[src/rtl/conv_stream_pkg.sv]
// Shared types for the convolution stream source: FSM state encoding and
// the width of the frame repeat counter.
package conv_stream_pkg;

    typedef enum logic [1:0] {
        S_IDLE   = 2'd0,
        S_STREAM = 2'd1,
        S_DONE   = 2'd2
    } state_t;

    localparam int FRAME_W = 8;

endpackage

[src/rtl/conv_vec_source_if.sv]
// Downstream valid/ready sample stream between the vector source and the
// first convolution layer.
interface conv_vec_source_if #(
    parameter int T = 8
);
    logic signed [T-1:0] m_data_out;
    logic                m_valid;
    logic                m_ready;

    modport master (output m_data_out, output m_valid, input m_ready);
    modport slave  (input m_data_out, input m_valid, output m_ready);
endinterface

[src/rtl/conv_vec_mem.sv]
// N x T sample store: one write port, one registered read port.
module conv_vec_mem #(
    parameter int N  = 8,
    parameter int T  = 8,
    parameter int AW = $clog2(N)
) (
    input  logic                clk,
    input  logic                wr_en,
    input  logic [AW-1:0]       wr_addr,
    input  logic signed [T-1:0] wr_data,
    input  logic [AW-1:0]       rd_addr,
    output logic signed [T-1:0] rd_data
);
    localparam logic [AW:0] N_LIM = (AW+1)'(N);

    logic signed [T-1:0] mem [N];

    // Addresses beyond the last word are dropped when N is not a power of two.
    always_ff @(posedge clk) begin
        if (wr_en && ({1'b0, wr_addr} < N_LIM)) begin
            mem[wr_addr] <= wr_data;
        end
        rd_data <= mem[rd_addr];
    end
endmodule

[src/rtl/conv_vec_source.sv]
// Holds one N-word vector and streams it, repeated a given number of frames,
// onto a valid/ready interface with no bubbles.
module conv_vec_source
    import conv_stream_pkg::*;
#(
    parameter int N = 8,
    parameter int T = 8,
    localparam int AW = $clog2(N)
) (
    input  logic                clk,
    input  logic                reset,
    input  logic                wr_en,
    input  logic [AW-1:0]       wr_addr,
    input  logic signed [T-1:0] wr_data,
    input  logic                start,
    input  logic [FRAME_W-1:0]  frames,
    output logic                busy,
    output logic                done,
    conv_vec_source_if.master   m
);
    localparam logic [AW-1:0] LAST_ADDR = AW'(N - 1);

    state_t               state_reg;
    logic [AW-1:0]        rd_addr_reg;
    logic [AW-1:0]        rd_addr_next;
    logic [FRAME_W-1:0]   frame_cnt_reg;
    logic [FRAME_W-1:0]   frames_reg;
    logic                 valid_reg;
    logic                 busy_reg;
    logic                 done_reg;
    logic signed [T-1:0]  rd_data;

    logic accept;
    logic hs;
    logic last_word;
    logic last_frame;

    assign accept     = (state_reg == S_IDLE) && start && !wr_en;
    assign hs         = (state_reg == S_STREAM) && m.m_ready;
    assign last_word  = (rd_addr_reg == LAST_ADDR);
    assign last_frame = (frame_cnt_reg == frames_reg - FRAME_W'(1));

    // The memory is addressed one step ahead so the next word is already
    // registered at its output when the current one is accepted.
    always_comb begin
        rd_addr_next = rd_addr_reg;
        if (accept) begin
            rd_addr_next = '0;
        end else if (hs) begin
            rd_addr_next = last_word ? '0 : rd_addr_reg + AW'(1);
        end
    end

    conv_vec_mem #(.N(N), .T(T), .AW(AW)) u_mem (
        .clk     (clk),
        .wr_en   (wr_en && (state_reg == S_IDLE)),
        .wr_addr (wr_addr),
        .wr_data (wr_data),
        .rd_addr (rd_addr_next),
        .rd_data (rd_data)
    );

    always_ff @(posedge clk) begin
        if (reset) begin
            state_reg     <= S_IDLE;
            rd_addr_reg   <= '0;
            frame_cnt_reg <= '0;
            frames_reg    <= FRAME_W'(1);
            valid_reg     <= 1'b0;
            busy_reg      <= 1'b0;
            done_reg      <= 1'b0;
        end else begin
            rd_addr_reg <= rd_addr_next;
            done_reg    <= 1'b0;
            case (state_reg)
                S_IDLE: begin
                    if (accept) begin
                        frames_reg    <= (frames == '0) ? FRAME_W'(1) : frames;
                        frame_cnt_reg <= '0;
                        valid_reg     <= 1'b1;
                        busy_reg      <= 1'b1;
                        state_reg     <= S_STREAM;
                    end
                end
                S_STREAM: begin
                    if (hs && last_word) begin
                        frame_cnt_reg <= frame_cnt_reg + FRAME_W'(1);
                        if (last_frame) begin
                            valid_reg <= 1'b0;
                            done_reg  <= 1'b1;
                            state_reg <= S_DONE;
                        end
                    end
                end
                S_DONE: begin
                    busy_reg  <= 1'b0;
                    state_reg <= S_IDLE;
                end
                default: begin
                    valid_reg <= 1'b0;
                    busy_reg  <= 1'b0;
                    state_reg <= S_IDLE;
                end
            endcase
        end
    end

    assign m.m_valid    = valid_reg;
    assign m.m_data_out = rd_data;
    assign busy         = busy_reg;
    assign done         = done_reg;
endmodule

[src/flat_wrapper.sv]
// flat-port wrapper written by rule: the top's interface ports become plain ports
module conv_vec_source_flat import conv_stream_pkg::*;
#(
    parameter int N = 8,
    parameter int T = 8,
    localparam int AW = $clog2(N)
)
  (clk, reset, wr_en, wr_addr, wr_data, start, frames, busy, done, m_m_data_out, m_m_valid, m_m_ready);
  conv_vec_source_if #(.T(T)) m_i ();
  input  logic clk;
  input  logic reset;
  input  logic wr_en;
  input  logic [AW-1:0] wr_addr;
  input  logic signed [T-1:0] wr_data;
  input  logic start;
  input  logic [FRAME_W-1:0] frames;
  output logic busy;
  output logic done;
  output wire logic [$bits(m_i.m_data_out)-1:0] m_m_data_out;
  output wire logic [$bits(m_i.m_valid)-1:0] m_m_valid;
  input wire logic [$bits(m_i.m_ready)-1:0] m_m_ready;
  assign m_m_data_out = m_i.m_data_out;
  assign m_m_valid = m_i.m_valid;
  assign m_i.m_ready = m_m_ready;
  conv_vec_source #(.N(N), .T(T)) u_core (.clk(clk), .reset(reset), .wr_en(wr_en), .wr_addr(wr_addr), .wr_data(wr_data), .start(start), .frames(frames), .busy(busy), .done(done), .m(m_i));
endmodule
[config.mk]
export PLATFORM = sky130hd
export DESIGN_NAME = conv_vec_source_flat
export DESIGN_NICKNAME = d
export VERILOG_FILES = /design/src/rtl/conv_stream_pkg.sv /design/src/rtl/conv_vec_source_if.sv /design/src/rtl/conv_vec_mem.sv /design/src/rtl/conv_vec_source.sv /design/src/flat_wrapper.sv
export SDC_FILE = /design/constraint.sdc
export NUM_CORES = 1
export LEC_CHECK = 0
export ABC_AREA = 1
export BUFFER_PORTS_ARGS = -buffer_cell sky130_fd_sc_hd__buf_2
export CAP_MARGIN = 20
export CORE_AREA = 5 5 76 113
export CTS_BUF_LIST = sky130_fd_sc_hd__clkbuf_8 sky130_fd_sc_hd__clkbuf_16
export CTS_CLUSTER_SIZE = 14
export DETAILED_ROUTE_END_ITERATION = 16
export DIE_AREA = 0 0 81 118
export MAX_ROUTING_LAYER = met4
export PLACE_DENSITY_LB_ADDON = 0.05
export SLEW_MARGIN = 20
export SYNTH_ARGS = -nofsm -noshare
export SYNTH_HDL_FRONTEND = slang
export SYNTH_SLANG_ARGS = --single-unit
export TNS_END_PERCENT = 10
[constraint.sdc]
create_clock -name clk -period 2 [get_ports clk]
set_input_delay 0.2 -clock clk [delete_from_list [all_inputs] [get_ports clk]]
set_output_delay 0.2 -clock clk [all_outputs]
set_load 0.05 [all_outputs]
# ---- Word level (Yosys, flattened, before mapping)
# Memory sizes are Yosys's and may differ from the RTL's. A register that Yosys moved wholly into a read port is not among the register bits.
# Index checks and enable logic that the tools add are counted.
dict set report totals {
  register_bits 24
  ramBits 64
  inputBits 24
  output_inout_bits 11
  word_cells 55
  mem_count 1
}
# name depth word_bits read_ports rd_clocked_by_memory_dff write_ports line
set mem_list {}
lappend mem_list {u_core.u_mem.mem 8 8 1 1 1 conv_vec_mem.sv:16} ;# logic signed [T-1:0] mem [N];
dict set report classes {
  add_sub_neg 3
  eq_ne 7
  muxes 19
  bitwise_logic 3
  reduce_logical 15
}
# op count
set op_table {}
lappend op_table {{8-bit two-way mux} 3}
lappend op_table {{8-bit case mux with 2 select lines} 1}
lappend op_table {{3-bit two-way mux} 3}
lappend op_table {{8-bit by 1-bit adder with 8-bit output (second input constant)} 1}
lappend op_table {{8-bit == test} 1}
lappend op_table {{8-bit zero test} 1}
lappend op_table {{8-bit by 1-bit subtractor with 8-bit output (second input constant)} 1}
lappend op_table {{1-bit two-way mux} 6}
lappend op_table {{2-bit two-way mux} 3}
lappend op_table {{3-bit AND reduction} 2}
lappend op_table {{1-bit logical AND} 5}
lappend op_table {{2-bit by 1-bit inequality test with 1-bit output (second input constant)} 2}
lappend op_table {{2-bit case mux with 2 select lines} 1}
lappend op_table {{2-bit AND reduction} 2}
lappend op_table {{4-bit AND reduction} 1}
lappend op_table {{3-bit by 1-bit adder with 3-bit output (second input constant)} 1}
lappend op_table {{3-bit == test (second input constant)} 1}
lappend op_table {{1-bit NOT} 3}
lappend op_table {{1-bit case mux with 3 select lines} 1}
lappend op_table {{3-bit OR reduction} 1}
lappend op_table {{2-bit by 1-bit == test with 1-bit output (second input constant)} 1}
lappend op_table {{2-bit == test (second input constant)} 1}
lappend op_table {{2-bit zero test} 1}
lappend op_table {{2-bit inequality test (second input constant)} 1}
lappend op_table {{3 further kinds} 3}

# ---- Longest topological paths before layout
# Gate-level depths: netlist of the first run.
dict set report depth {
  depth_word 5
  mapped_depth 14
  mapped_depth_nobuf 13
}

# ---- By module
# A second synthesis of the first run with hierarchy kept.
dict set report unflattened {
  cells_unflattened 496
  area_unflattened_um2 4393.0
}
# module instances cells_each area_per_inst_um2 seq_area_each_um2
set modules_own_cells {}
lappend modules_own_cells {conv_vec_mem 1 303 3050.4 2082.0}
lappend modules_own_cells {conv_vec_source 1 193 1342.5 480.5}

# ---- Least setup slack after synthesis of the first run
# No wires, ideal clock.
dict set report synth_timing {
  path_kind {flip-flop to flip-flop}
  startpoint {register u_core.state_reg[1]}
  endpoint {memory u_core.u_mem.mem[4][0] (enable)}
  arrival_time_ns 1.267
  t_required_ns 1.617
  slack_ns 0.350
  path_stages_with_launch 4
  path_buffers 0
  period_less_slack_ns 1.650
  path_cell_list {dfxtp_1 > nor3_1 > nand2_1 > nor3_1}
}
dict set report synth_between {
  elab_chain_cells 4
}
# element line
set synth_lines {}
lappend synth_lines {{start: declaration} conv_vec_source.sv:23} ;# state_t state_reg;
lappend synth_lines {{start signal: assignment} conv_vec_source.sv:65} ;# state_reg <= S_IDLE;
lappend synth_lines {{start signal: assignment} conv_vec_source.sv:82} ;# state_reg <= S_STREAM;
lappend synth_lines {{start signal: assignment} conv_vec_source.sv:91} ;# state_reg <= S_DONE;
lappend synth_lines {{2-bit zero test} conv_vec_source.sv:56} ;# .wr_en (wr_en && (state_reg == S_IDLE)),
lappend synth_lines {{1-bit logical AND} conv_vec_source.sv:56}
lappend synth_lines {{1-bit two-way mux} conv_vec_mem.sv:20} ;# if (wr_en && ({1'b0, wr_addr} < N_LIM)) begin
lappend synth_lines {{1-bit two-way mux (not written as such)} conv_vec_mem.sv:21} ;# mem[wr_addr] <= wr_data;
lappend synth_lines {{end: declaration} conv_vec_mem.sv:16}
# No other way between the ends.

# ---- Final worst setup path of the first run
dict set report layout_timing {
  startpoint {register u_core.rd_addr_reg[0]}
  endpoint {register u_core.u_mem.rd_data[1] (read register of u_core.u_mem.mem)}
}
dict set report layout_between {
  elab_chain_cells 4
  word_cells_on_any_way 5
}
# element line
set layout_lines {}
lappend layout_lines {{start: declaration} conv_vec_source.sv:24} ;# logic [AW-1:0] rd_addr_reg;
lappend layout_lines {{start signal: assignment} conv_vec_source.sv:73} ;# rd_addr_reg <= rd_addr_next;
lappend layout_lines {{3-bit by 1-bit adder with 3-bit output or 3-bit == test (tied branches)} {conv_vec_source.sv:50, conv_vec_source.sv:40}}
lappend layout_lines {{3-bit two-way mux} conv_vec_source.sv:50} ;# rd_addr_next = last_word ? '0 : rd_addr_reg + AW'(1);
lappend layout_lines {{3-bit two-way mux (*)} conv_vec_source.sv:49} ;# end else if (hs) begin
lappend layout_lines {{3-bit two-way mux (*)} conv_vec_source.sv:47} ;# if (accept) begin
lappend layout_lines {{end: declaration} conv_vec_mem.sv:12} ;# output logic signed [T-1:0] rd_data
# Mark *: on every way between the ends. The rest lies on a longest branch, timed or not.
# A chain may end at the register's enable or synchronous reset.

==> flow_metrics.tcl, run 1 <==
set metrics [dict create \
    synth_area_sq_um 4320 \
    pwr-share-clk_pct 35.6 \
    grt_max_degree 34 \
    largest_register "u_core.u_mem.mem" \
    htree_num_levels 3 \
    worstPathArrival_ns 2.01 \
    synth_area_leaders "edfxtp_1, dfxtp_1, nand2_1" \
    root_buffer "clkbuf_16" \
    pwr-share-seq_pct 52.1 \
    power_leakage_nw 2.19 \
    yosys_warnings 0 \
    num_vias 3164 \
    hp-start "wr_data[2]" \
    drv_slew 0 \
    fin_ws_ns 0.221 \
    utilization_pct 65.6 \
    internal_power_mw 3.15 \
    synth_top_area_cell "edfxtp_1" \
    r2r_slack_ns 0.22 \
    hold_viol 0 \
    clockBufferDepth 2 \
    grt_first_pass_wirelength_mm 14.8 \
    crit_type "register to register" \
    cts_buffers 9 \
    path_clk_slew_ns 0.06 \
    fillerInstances 659 \
    syn_nets 494 \
    cp-end-kind "register" \
    synthMuxAreaShare_pct 0 \
    ant_nets 0 \
    drive_gt1_share_pct 15.1 \
    fin_worst_skew_ns 0.00474 \
    r2r_end "u_core.u_mem.rd_data[1]$_DFF_P_" \
    wl_per_cell_um 14.8 \
    post_cts_buffers 0 \
    syn_to_final_growth_pct 14.2 \
    grtUsageTotal_pct 21.5 \
    drc 0 \
    grt_setup_unrepaired "false" \
    nets 541 \
    min_to "u_core.u_mem.mem[7][2]$_DFFE_PP_" \
    core_sq_um 7510 \
    io_buffer_count 34 \
    worstRegToRegCells 12 \
    critical_path_required_ns 2.23 \
    cp-start-kind "register" \
    io_pins 35 \
    vias_per_cell 5.10 \
    synth_top_family_by_area "simple AND/OR/NAND/NOR gates" \
    cp_max_fo 33 \
    largest_reg_flops 64 \
    synth_seq_cells 96 \
    cap_violations 0 \
    synth-simple-area-share_pct 27.9 \
    seq_area_frac_synth_pct 59.4 \
    antenna_found_initial 0 \
    r2r-start "u_core.rd_addr_reg[0]$_SDFF_PP0_" \
    cts_tree "done" \
    place_ws_ns 0.00508 \
    synth_cell_type_count 35 \
    synth_compound_area_share_pct 3.48 \
    maxSlewHeadroom_pct 75.5 \
    holdWs_ns 0.134 \
    grt_overflow_total 0 \
    die_x_um 81 \
    seqCellArea_sq_um 2560 \
    synth_xor_area_share_pct 1.45 \
    n_antenna_cell 0 \
    power.density_nw_per_um2 861 \
    pwr-share-comb_pct 12.3 \
    status "complete, no violations" \
    avgSynthCellArea_sq_um 9.26 \
    synth_top_area_share_pct 44.5 \
    report.final.setup_viol 0 \
    rows 39 \
    min_path_type "primary input to register" \
    tightest_slew_ns 0.365 \
    die_h_um 118 \
    die_area_sq_um 9560 \
    fin_crit_sh_pct 89.0 \
    place_congestion 0.900 \
    fin_tns_setup_ns 0 \
    fin_crit_ns 1.78 \
    switchingPower_mw 1.09 \
    hold_depth 1 \
    drtIter0Drc 151 \
    postSynthCellCount 466 \
    multi_input_area_sq_um 1470 \
    yosys.area_share.adder_pct 1.16 \
    ir_drop_v 0.000773 \
    clock_sinks 96 \
    firstDrtPassIters 5 \
    clk-insertion-delay-late_ns 0.34 \
    switching_share_pct 25.7 \
    dpl.hpwl_mm 6.72 \
    routed_wl_mm 9.17 \
    grt_pass1_vias 3116 \
    max_freq_mhz 562 \
    start_util_pct 57.4 \
]
==> power by group through the flow <==
stage	clock network [mW]	registers [mW]	logic, mW
CTS	1.54	2.21	0.525
floorplan	0	2.35	0.268
global route	1.64	2.22	0.579
detailed placement	0	2.25	0.520
finish	1.51	2.21	0.521
global placement	0	2.25	0.508
==> how the worst max path moves through the flow <==
| stage | from | cells past startpoint | endpoint |
|---|---|---|---|
| after global placement | u_core.rd_addr_reg[0]$_SDFF_PP0_ | 12 | u_core.u_mem.rd_data[1]$_DFF_P_ |
| final | u_core.rd_addr_reg[0]$_SDFF_PP0_ | 12 | u_core.u_mem.rd_data[1]$_DFF_P_ |
| after floorplan | u_core.state_reg[1]$_SDFFE_PP0P_ | 3 | u_core.u_mem.mem[4][0]$_DFFE_PP_ |
| after CTS | u_core.rd_addr_reg[0]$_SDFF_PP0_ | 12 | u_core.u_mem.rd_data[1]$_DFF_P_ |
| after global routing | u_core.rd_addr_reg[0]$_SDFF_PP0_ | 12 | u_core.u_mem.rd_data[0]$_DFF_P_ |
| after detailed placement | u_core.rd_addr_reg[0]$_SDFF_PP0_ | 12 | u_core.u_mem.rd_data[1]$_DFF_P_ |
==> final cells by class <==
type | instances | area share (%)
clock inverter | 7 | 0.685
tap | 102 | 2.59
inverter | 55 | 4.44
sequential | 96 | 52.0
timing repair buffer | 48 | 5.84
multi-input combinational | 303 | 29.9
clock buffer | 9 | 4.57
==> logic make-up (layout without fill, tap and decap cells) <==
family                   count (synthesis)  count (layout)
AO/OA/AOI/OAI                           27              27
XOR/XNOR                                 5               5
adder cells (fa/ha/maj)                  4               4
buffers and inverters                   67             119
flip-flops                              96              96
AND/OR/NAND/NOR                        267             267
==> synth_stat cells, drive strengths merged <==
master,n
nand2,151
edfxtp,64
inv,54
nand3,46
nor2,39
dfxtp,32
nand3b,16
a21oi,11
buf,11
o21ai,10
nor3,6
ha,4
o22ai,4
nand4,3
or2,3
xnor2,3
nor4,2
xor2,2
a221oi,1
clkbuf,1
clkinv,1
nor3b,1
o31ai,1
==> cells in the final DEF, fill, tap and decap left out, types with 11 or more instances in the layout <==
cell / netlist / final
a21oi_1: 11 / 11
nand3_1: 45 / 45
dfxtp_1: 32 / 31
buf_2: 7 / 34
nand3b_1: 16 / 16
nor2_1: 36 / 36
buf_4: 1 / 13
nand2_1: 147 / 147
edfxtp_1: 64 / 64
inv_1: 51 / 54
==> worst max-delay path: stages (launching register included) <==
cell and delay, ns:
dfxtp_2 0.35, ha_1 0.21, ha_1 0.19, nand2_2 0.11, nand2_4 0.12, clkinv_8 0.13, nand2_8 0.15, nand2_1 0.11
nand2_1 0.05, nand2_1 0.05, nand2_1 0.05, nand2_1 0.07, nand2_1 0.07
==> metrics by stage <==
stage	power [mW]	cells	cell area (sq um)
final	4.24	620	4930
after global routing	4.43	620	4930
after CTS	4.27	620	4920
after detailed placement	2.77	604	4650
after global placement	2.76	604	4650
after floorplan	2.61	466	4320
==> what timing repair did <==
| action | 4_1_cts | 5_1_grt |
|---|---|---|
| setup endpoints to repair | 1 | 10 |
| gates resized for setup | 1 | 5 |
| hold buffers | 0 | 0 |
==> routing by layer <==
layer / vias to the layer above / wire, um / track usage, %
met5: - / 0 / -
met4: 0 / 369 / 13.2
met3: 28 / 275 / 4.06
met2: 67 / 5010 / 36.6
met1: 1452 / 3510 / 22.3
li1: 1617 / - / -
No activity file was read; power rests on OpenSTA's default activity.
==> inputs of run 2 (changes only) <==
Settings changed: CAP_MARGIN 20 to not set, CORE_AREA 5 5 76 113 to 5 5 76 112, CTS_BUF_LIST sky130_fd_sc_hd__clkbuf_8 sky130_fd_sc_hd__clkbuf_16 to sky130_fd_sc_hd__clkbuf_4 sky130_fd_sc_hd__clkbuf_8, DIE_AREA 0 0 81 118 to 0 0 81 117.
==> flow_metrics.tcl, run 2 (same netlist as run 1, synthesis figures left out) <==
set metrics [dict create \
    clockBufferDepth 2 \
    routed_wl_mm 9.11 \
    fillerInstances 680 \
    antenna_found_initial 0 \
    cp-start-kind "register" \
    critPathMaxStageDelay_ns 0.36 \
    path_delay_family "simple AND/OR/NAND/NOR gates" \
    min_path_type "primary input to register" \
    vias_per_cell 5.02 \
    cp_cell_sequence "inv_1 -> ha_1 -> or2_2 -> nand2_1 -> nand2_1 -> nand2_1 -> nand2_1 -> nor2_1 -> nand3_1 -> nand2_1 -> a21oi_1" \
    grt_pass1_vias 3192 \
    worstPathArrival_ns 2.07 \
    max_freq_mhz 548 \
    wl_per_cell_um 14.7 \
    report.final.setup_viol 0 \
    crit_path_top_delay_cell "dfxtp_1" \
    nets 540 \
    utilization_pct 64.8 \
    top_layer "met4" \
    cap_violations 0 \
    drive_gt1_share_pct 15.3 \
    hold_viol 0 \
    status "complete, no violations" \
    final_cell_mix "nand2_1, edfxtp_1, inv_1" \
    cp-end-kind "register" \
    htree_num_levels 3 \
    wl_met2_mm 5.06 \
    ant_nets 0 \
    grtUsageTotal_pct 22.4 \
    crit_buf_inv 1 \
    r2r-start "u_core.frames_reg[0]$_SDFFE_PP1P_" \
    total_power_mw 4.00 \
    die_x_um 81 \
    grt_setup_unrepaired "false" \
    clk-insertion-delay-late_ns 0.36 \
    placed_cell_area_sq_um 4660 \
    fin_ws_ns 0.174 \
    place_ws_ns 0.0423 \
    critical_path_required_ns 2.24 \
    dr_wl_met3_um 302 \
    tightest_slew_ns 0.376 \
    holdWs_ns 0.114 \
    fin_tns_setup_ns 0 \
    hp-start "wr_data[2]" \
    drv_slew 0 \
    grt_first_pass_wirelength_mm 15.2 \
    place_congestion 0.928 \
    root_buffer "clkbuf_8" \
    clock_sinks 96 \
    final_common_cell "nand2_1" \
    dpl.hpwl_mm 6.64 \
    post_cts_buffers 0 \
    largest_register "u_core.u_mem.mem" \
    fin_crit_ns 1.83 \
    cts_buffers 9 \
    crit_type "register to register" \
    syn_to_final_growth_pct 12.9 \
    maxSlewHeadroom_pct 74.8 \
    fin_worst_skew_ns 0.0112 \
    drc 0 \
    ir_drop_v 0.000709 \
    cp_max_fo 7 \
    dp.cells 603 \
    grt_overflow_total 0 \
    grt_max_degree 34 \
    startpoint "u_core.frames_reg[0]$_SDFFE_PP1P_" \
    num_vias 3107 \
    rows 39 \
    cts_tree "done" \
    io_pins 35 \
    wl_met1_mm 3.41 \
    cpMostUsedCell "nand2_1" \
    n_antenna_cell 0 \
    path_clk_slew_ns 0.09 \
    die_h_um 117 \
    fin_crit_sh_pct 91.3 \
    r2r_slack_ns 0.17 \
    power_leakage_nw 2.16 \
    power.density_nw_per_um2 821 \
    core_sq_um 7510 \
    drtIter0Drc 194 \
    start_util_pct 57.4 \
    io_buffer_count 34 \
    final_cells 619 \
    firstDrtPassIters 4 \
    final_area_sq_um 4870 \
    largest_reg_flops 64 \
    die_area_sq_um 9480 \
]
run 2: cell type report:
cell class / count / area, sq um / share of cell area, %
Clock inverter: 5 / 56.3 / 1.16
Timing Repair Buffer: 47 / 293 / 6.01
Clock buffer: 11 / 145 / 2.98
Multi-Input combinational cell: 303 / 1470 / 30.3
Sequential cell: 96 / 2560 / 52.6
Tap cell: 102 / 128 / 2.62
Inverter: 55 / 214 / 4.39
run 2: report_power, final:
| part | switching, mW | leakage [nW] | total (mW) | internal [mW] |
|---|---|---|---|---|
| registers | 0.0281 | 0.843 | 2.21 | 2.18 |
| logic | 0.372 | 1.21 | 0.522 | 0.150 |
| clock network | 0.646 | 0.103 | 1.27 | 0.624 |
run 2: what timing repair did:
action                                  in CTS  in global routing
hold buffers                                 0                  0
endpoints found under the setup margin       0                  8
resized for setup                            0                  3
run 2: path summary, 6_finish.rpt:
path / end / cells after the start
worst max-delay path: u_core.state_reg[0]$_SDFFE_PP0P_ / 11
worst min-delay path: u_core.u_mem.mem[6][2]$_DFFE_PP_ / 1
worst max register to register: u_core.state_reg[0]$_SDFFE_PP0P_ / 11
worst min register to register: u_core.busy$_SDFFE_PP0P_ / 2
run 2: layer usage:
metal,up-vias,global-route usage [%]
li1,1617,-
met2,69,41.3
met3,21,3.60
met1,1400,22.0
met5,-,-
met4,0,12.2
